**src/rtl/bip39_entropy_packer.sv**
```systemverilog
// bip39_entropy_packer: samples the random generator byte stream, packs bits
// MSB-first into 11-bit BIP39 word indices and buffers them in a FWFT FIFO.
// Optional repetition-count health test enabled by defining BIP39_RCT_EN.
module bip39_entropy_packer #(
    parameter int unsigned SAMPLE_DIV = 4,
    parameter int unsigned FIFO_DEPTH = 16,
    parameter int unsigned RCT_CUTOFF = 8
) (
    input  logic                        i_clk,
    input  logic                        i_reset_n,
    input  logic                        i_enable,
    input  logic                        i_flush,
    input  logic [7:0]                  i_random,
    input  logic                        i_rd,
    output logic [10:0]                 o_index,
    output logic                        o_valid,
    output logic [$clog2(FIFO_DEPTH):0] o_level,
    output logic                        o_health_fail
);

    localparam int unsigned AW = $clog2(FIFO_DEPTH);
    localparam int unsigned DW = (SAMPLE_DIV > 1) ? $clog2(SAMPLE_DIV) : 1;
    localparam logic [DW-1:0] DIV_RELOAD = DW'(SAMPLE_DIV - 1);
    localparam logic [AW:0]   FULL_LEVEL = (AW + 1)'(FIFO_DEPTH);

    typedef enum logic [1:0] {S_IDLE, S_WAIT, S_LOAD, S_EMIT} state_t;

    state_t          state_q, state_d;
    logic [17:0]     acc_q, acc_d;
    logic [4:0]      bit_cnt_q, bit_cnt_d;
    logic [DW-1:0]   div_cnt_q, div_cnt_d;
    logic [AW-1:0]   wr_ptr_q, wr_ptr_d;
    logic [AW-1:0]   rd_ptr_q, rd_ptr_d;
    logic [AW:0]     level_q, level_d;
    logic [10:0]     mem_q [FIFO_DEPTH];

    logic            fifo_full;
    logic            fifo_empty;
    logic            push;
    logic            pop;
    logic [17:0]     acc_shift;
    logic [10:0]     word;
    logic            health;

`ifdef BIP39_RCT_EN
    logic [7:0] prev_q, prev_d;
    logic [7:0] rct_cnt_q, rct_cnt_d;
    logic       health_q, health_d;

    // Repetition count over sampled bytes; failure flag is sticky until flush/reset
    always_comb begin
        prev_d    = prev_q;
        rct_cnt_d = rct_cnt_q;
        health_d  = health_q;
        if (i_flush) begin
            prev_d    = '0;
            rct_cnt_d = '0;
            health_d  = 1'b0;
        end else if (i_enable && state_q == S_LOAD) begin
            prev_d = i_random;
            if (rct_cnt_q != 8'd0 && i_random == prev_q) begin
                rct_cnt_d = (rct_cnt_q == 8'hFF) ? rct_cnt_q : rct_cnt_q + 8'd1;
            end else begin
                rct_cnt_d = 8'd1;
            end
            if (rct_cnt_d >= 8'(RCT_CUTOFF)) begin
                health_d = 1'b1;
            end
        end
    end

    // Health test registers
    always_ff @(posedge i_clk or negedge i_reset_n) begin
        if (!i_reset_n) begin
            prev_q    <= '0;
            rct_cnt_q <= '0;
            health_q  <= 1'b0;
        end else begin
            prev_q    <= prev_d;
            rct_cnt_q <= rct_cnt_d;
            health_q  <= health_d;
        end
    end

    assign health = health_q;
`else
    assign health = 1'b0;
`endif

    assign fifo_full  = (level_q == FULL_LEVEL);
    assign fifo_empty = (level_q == '0);
    // Extract the 11 bits just below bit_cnt so stale upper bits never leak out
    assign acc_shift  = acc_q >> (bit_cnt_q - 5'd11);
    assign word       = acc_shift[10:0];

    // Sampling/packing FSM: next state, accumulator and push request
    always_comb begin
        state_d   = state_q;
        acc_d     = acc_q;
        bit_cnt_d = bit_cnt_q;
        div_cnt_d = div_cnt_q;
        push      = 1'b0;
        if (i_flush || !i_enable) begin
            state_d   = S_IDLE;
            acc_d     = '0;
            bit_cnt_d = '0;
            div_cnt_d = '0;
        end else begin
            case (state_q)
                S_IDLE: begin
                    state_d   = S_WAIT;
                    div_cnt_d = DIV_RELOAD;
                end
                S_WAIT: begin
                    if (div_cnt_q == '0) begin
                        state_d = S_LOAD;
                    end else begin
                        div_cnt_d = div_cnt_q - DW'(1);
                    end
                end
                S_LOAD: begin
                    if (!health) begin
                        acc_d     = {acc_q[9:0], i_random};
                        bit_cnt_d = bit_cnt_q + 5'd8;
                    end
                    state_d = S_EMIT;
                end
                S_EMIT: begin
                    if (bit_cnt_q < 5'd11 || health) begin
                        state_d   = S_WAIT;
                        div_cnt_d = DIV_RELOAD;
                    end else if (!fifo_full) begin
                        push      = 1'b1;
                        bit_cnt_d = bit_cnt_q - 5'd11;
                        state_d   = S_WAIT;
                        div_cnt_d = DIV_RELOAD;
                    end
                end
                default: state_d = S_IDLE;
            endcase
        end
    end

    // FIFO pointers and fill level; full is judged before any same-cycle pop
    always_comb begin
        pop      = i_rd && !fifo_empty;
        wr_ptr_d = wr_ptr_q;
        rd_ptr_d = rd_ptr_q;
        level_d  = level_q;
        if (i_flush) begin
            wr_ptr_d = '0;
            rd_ptr_d = '0;
            level_d  = '0;
        end else begin
            if (push) wr_ptr_d = wr_ptr_q + AW'(1);
            if (pop)  rd_ptr_d = rd_ptr_q + AW'(1);
            case ({push, pop})
                2'b10:   level_d = level_q + (AW + 1)'(1);
                2'b01:   level_d = level_q - (AW + 1)'(1);
                default: level_d = level_q;
            endcase
        end
    end

    // Control state registers
    always_ff @(posedge i_clk or negedge i_reset_n) begin
        if (!i_reset_n) begin
            state_q   <= S_IDLE;
            acc_q     <= '0;
            bit_cnt_q <= '0;
            div_cnt_q <= '0;
            wr_ptr_q  <= '0;
            rd_ptr_q  <= '0;
            level_q   <= '0;
        end else begin
            state_q   <= state_d;
            acc_q     <= acc_d;
            bit_cnt_q <= bit_cnt_d;
            div_cnt_q <= div_cnt_d;
            wr_ptr_q  <= wr_ptr_d;
            rd_ptr_q  <= rd_ptr_d;
            level_q   <= level_d;
        end
    end

    // FIFO storage write port
    always_ff @(posedge i_clk) begin
        if (push) mem_q[wr_ptr_q] <= word;
    end

    assign o_index       = fifo_empty ? '0 : mem_q[rd_ptr_q];
    assign o_valid       = !fifo_empty;
    assign o_level       = level_q;
    assign o_health_fail = health;

endmodule

```
**config.mk**
```make
export PLATFORM = sky130hd
export DESIGN_NAME = bip39_entropy_packer
export DESIGN_NICKNAME = d
export VERILOG_FILES = /design/src/rtl/bip39_entropy_packer.sv
export SDC_FILE = /design/constraint.sdc
export NUM_CORES = 1
export LEC_CHECK = 0
export BUFFER_PORTS_ARGS = -buffer_cell sky130_fd_sc_hd__buf_2
export CAP_MARGIN = 20
export CORE_MARGIN = 2
export CORE_UTILIZATION = 40
export CTS_BUF_LIST = sky130_fd_sc_hd__clkbuf_8 sky130_fd_sc_hd__clkbuf_16
export DETAILED_ROUTE_END_ITERATION = 12
export PLACE_DENSITY = 0.64
export REMOVE_ABC_BUFFERS = 1
export SKIP_CTS_REPAIR_TIMING = 1
export SYNTH_ARGS = -nofsm -noshare
export SYNTH_HDL_FRONTEND = slang
export SYNTH_SLANG_ARGS = --single-unit
```
**constraint.sdc**
```tcl
create_clock -name i_clk -period 2.85 [get_ports i_clk]
set_input_delay 0.285 -clock i_clk [delete_from_list [all_inputs] [get_ports i_clk]]
set_output_delay 0.285 -clock i_clk [all_outputs]
set_load 0.005 [all_outputs]
```
==> impl_metrics.py <==
metrics = {
    "outcome": {
        "status": "finished clean",
    },
    "global_routing": {
        "track_usage": 0.1585,
        "antenna_found_initial": 0,
        "grt_max_degree": 48,
        "globalRouteOverflowTotal": 0,
        "grt_pass1_wl_mm": 31.35,
        "first_global_vias": 5345,
    },
    "drt": {
        "num_vias": 5346,
        "drtIter0Drc": 373,
        "drt-total-wl_mm": 20.33,
        "routedWlPerCell_um": 20.68,
        "ant_nets": 0,
        "first_pass_iters": 4,
        "via_per_inst": 5.438,
        "drc": 0,
    },
    "floorplan": {
        "die_x_um": 159.2,
        "die_y_um": 159.2,
        "initial_core_util": 0.4095,
        "core-area_sq_mm": 0.02354,
        "top_level_ports": 31,
        "die_area_sq_mm": 0.02536,
        "num_rows": 56,
    },
    "synth": {
        "synth_seq_cells": 216,
        "synth_warnings": 0,
        "async_flop_share": 0.1852,
        "synth_most_common_cell": "edfxtp_1",
        "ys_types": 53,
        "synth_edf_count": 176,
        "ys_seq_area_frac": 0.6520,
        "yosysTopAreaCellShare": 0.5482,
        "synthCells": 581,
        "syn_avg_cell_area_sq_um": 16.59,
        "synthTopCellsByArea": "edfxtp_1, mux4_2, dfrtp_1",
        "synth_area_sq_mm": 0.009640,
        "ys.flop_type": "edfxtp_1",
        "netlist_top_cells_count": "edfxtp_1, mux4_2, nor2_1",
        "yosysTopAreaCell": "edfxtp_1",
    },
    "place": {
        "portBuffers": 29,
        "dpl.hpwl_mm": 12.60,
        "post-place-ws_ps": 156.3,
        "place_congestion": 0.8161,
    },
    "clocking": {
        "cts_tree": "yes",
        "clkTransAtPathRegs_ps": 60,
        "cts_max_level": 1,
        "clockRootBuffer": "clkbuf_16",
        "cts_sinks": 216,
        "cts_buffers": 23,
        "clk_path_buf_depth": 3,
        "clock_latency_ps": 520,
    },
    "run": {
        "max_cap_violations": 0,
    },
    "power": {
        "clockPowerShare": 0.343,
        "power-per-cell-area_mw_per_mm2": 742.4,
        "vdd_ir_drop_max_mv": 0.5968,
        "seq_power_share": 0.417,
        "p_leak_nw": 4.130,
        "internal_power_mw": 6.165,
        "power_frac_comb": 0.240,
        "total_power_mw": 8.330,
        "swShare": 0.2599,
        "power.switching_mw": 2.165,
    },
    "timing": {
        "fmax_ghz": 0.3556,
        "fin_crit_sh": 0.9866,
        "skew_ps": 16.55,
        "setup_viol_count_final": 0,
        "fin_crit_ps": 2812,
        "timing.final.hold_violations": 0,
        "rsz0062_at_grt": "true",
        "final_max_slew_viol_count": 0,
        "slew_headroom": 0.3693,
        "setup_ws_ps": 38.07,
        "tightestPinTransition_ps": 942.5,
    },
    "worst_setup_path": {
        "path_max_fanout": 7,
        "crit_start": "rd_ptr_q[0]",
        "crit_cells": 6,
        "r2r_cells": 11,
        "cp-end-kind": "primary output",
        "required_ps": 2570,
        "endpoint": "o_index[10]",
        "critPathLaunchType": "register",
        "regToRegEndpoint": "o_level[4]",
        "critical_path_class": "reg2out",
        "cp_num_buf_inv": 3,
        "crit_top_cell": "mux4_2",
        "critPathSlowestCell": "mux4_2",
        "arrival_ps": 2530,
        "r2r_start": "state_q[0]",
        "path_delay_family": "multiplexers",
        "reg2reg_slack_ps": 140,
        "worstPathCellList": "buf_12 -> clkbuf_16 -> mux4_2 -> mux4_2 -> and2_1 -> buf_2",
        "slowest_delay_ps": 550,
    },
    "cells_and_area": {
        "syn2layout_area_growth_pct": 16.38,
        "antenna_cells": 0,
        "drive_gt1_frac": 0.2681,
        "nets": 674,
        "fill_cells": 2026,
    },
    "worst_hold_path": {
        "hold_path.class": "in2reg",
    },
}
==> how the worst min path moves through the flow <==
stage	startpoint	to	slack, ps	cells past startpoint
2_1_floorplan	i_reset_n	acc_q[0]	-10	0
3_3_place_gp	i_reset_n	o_level[0]	450	1
3_5_place_dp	i_reset_n	o_level[2]	460	1
4_1_cts	i_reset_n	o_level[3]	-80	1
5_1_grt	i_random[0]	acc_q[0]	10	3
6_report	i_random[4]	acc_q[4]	20	3
==> per-layer routing <==
layer  track usage  vias up  share of wire
li1              -     2414              -
met1        0.2332     2784           0.46
met2        0.2510      122           0.48
met3       0.02475       26          0.052
met4       0.03512        0          0.015
met5             0        -              0
==> worst min-delay path, stage by stage <==
cell and delay (ps):
buf_2 80, mux2i_1 50, nor2_1 80
==> area by class of cell <==
class / instances / area (sq um) / area share
inverters: 9 / 33.78 / 0.003011
clock buffers: 23 / 575.6 / 0.05130
flip-flops and latches: 216 / 6289 / 0.5605
clock inverters: 19 / 153.9 / 0.01372
multi-input cells: 323 / 3152 / 0.2809
repair buffers: 74 / 616.8 / 0.05498
well taps: 319 / 399.1 / 0.03557
==> cells by family (layout without fill, tap and decap cells) <==
group / count (synthesis) / after routing / share of synthesized area
AOI/OAI and AO/OA: 65 / 65 / 0.04698
xor gates and xnor gates: 14 / 14 / 0.01272
adders and majority gates: 14 / 14 / 0.01817
buffers and inverters: 42 / 125 / 0.02128
DFF: 216 / 216 / 0.6520
muxes: 101 / 101 / 0.1823
other: 1 / 1 / 0.0003890
and+or+nand+nor: 128 / 128 / 0.06606
==> cells in the final DEF (no fill, tap or decap), drive strengths merged, types with 2 or more instances in the layout <==
cell type,Yosys,layout
clkinvlp,0,2
inv,9,17
mux2,4,4
nand2,18,18
buf,16,70
and3,8,8
clkinv,0,7
or3,3,3
bufinv,0,2
nor2,49,49
dfrtp,40,40
xnor2,5,5
mux2i,38,38
a22o,3,3
a31oi,2,2
o21a,2,2
and4,4,4
a21oi,16,16
edfxtp,176,176
o21ai,13,13
o31ai,2,2
mux4,59,59
nor3,4,4
a211oi,17,17
nand2b,2,2
clkbuf,17,26
nand3,8,8
xor2,9,9
nor2b,7,7
ha,14,14
and2,20,20
==> metrics by stage <==
step	hold WS (ps)	std cells	utilization	setup TNS [ps]	instance area, sq um
2_1_floorplan	-10.59	548	-	-64280	9469
3_3_place_gp	446.8	932	0.4385	0	10320
3_5_place_dp	463.5	932	0.4385	0	10320
4_1_cts	-80.04	974	0.4695	-870.7	11050
5_1_grt	11.94	983	0.4766	-118.0	11220
6_report	18.37	983	0.4766	0	11220
==> state kept, by name, indices dropped and copies added (netlist names) <==
signal,count
mem_q,176
wr_ptr_q,4
acc_q,18
state_q,2
bit_cnt_q,5
div_cnt_q,2
o_level,5
rd_ptr_q,4
==> power by group through the flow <==
stage | combinational [mW] | clock, mW | sequential (mW)
floorplan | 0.994 | 0 | 3.70
CTS | 1.80 | 2.91 | 3.48
finish | 2.00 | 2.85 | 3.47
detailed placement | 1.79 | 0 | 3.54
global route | 2.16 | 3.05 | 3.48
global placement | 1.77 | 0 | 3.54
(Power assumes the default switching activity.)
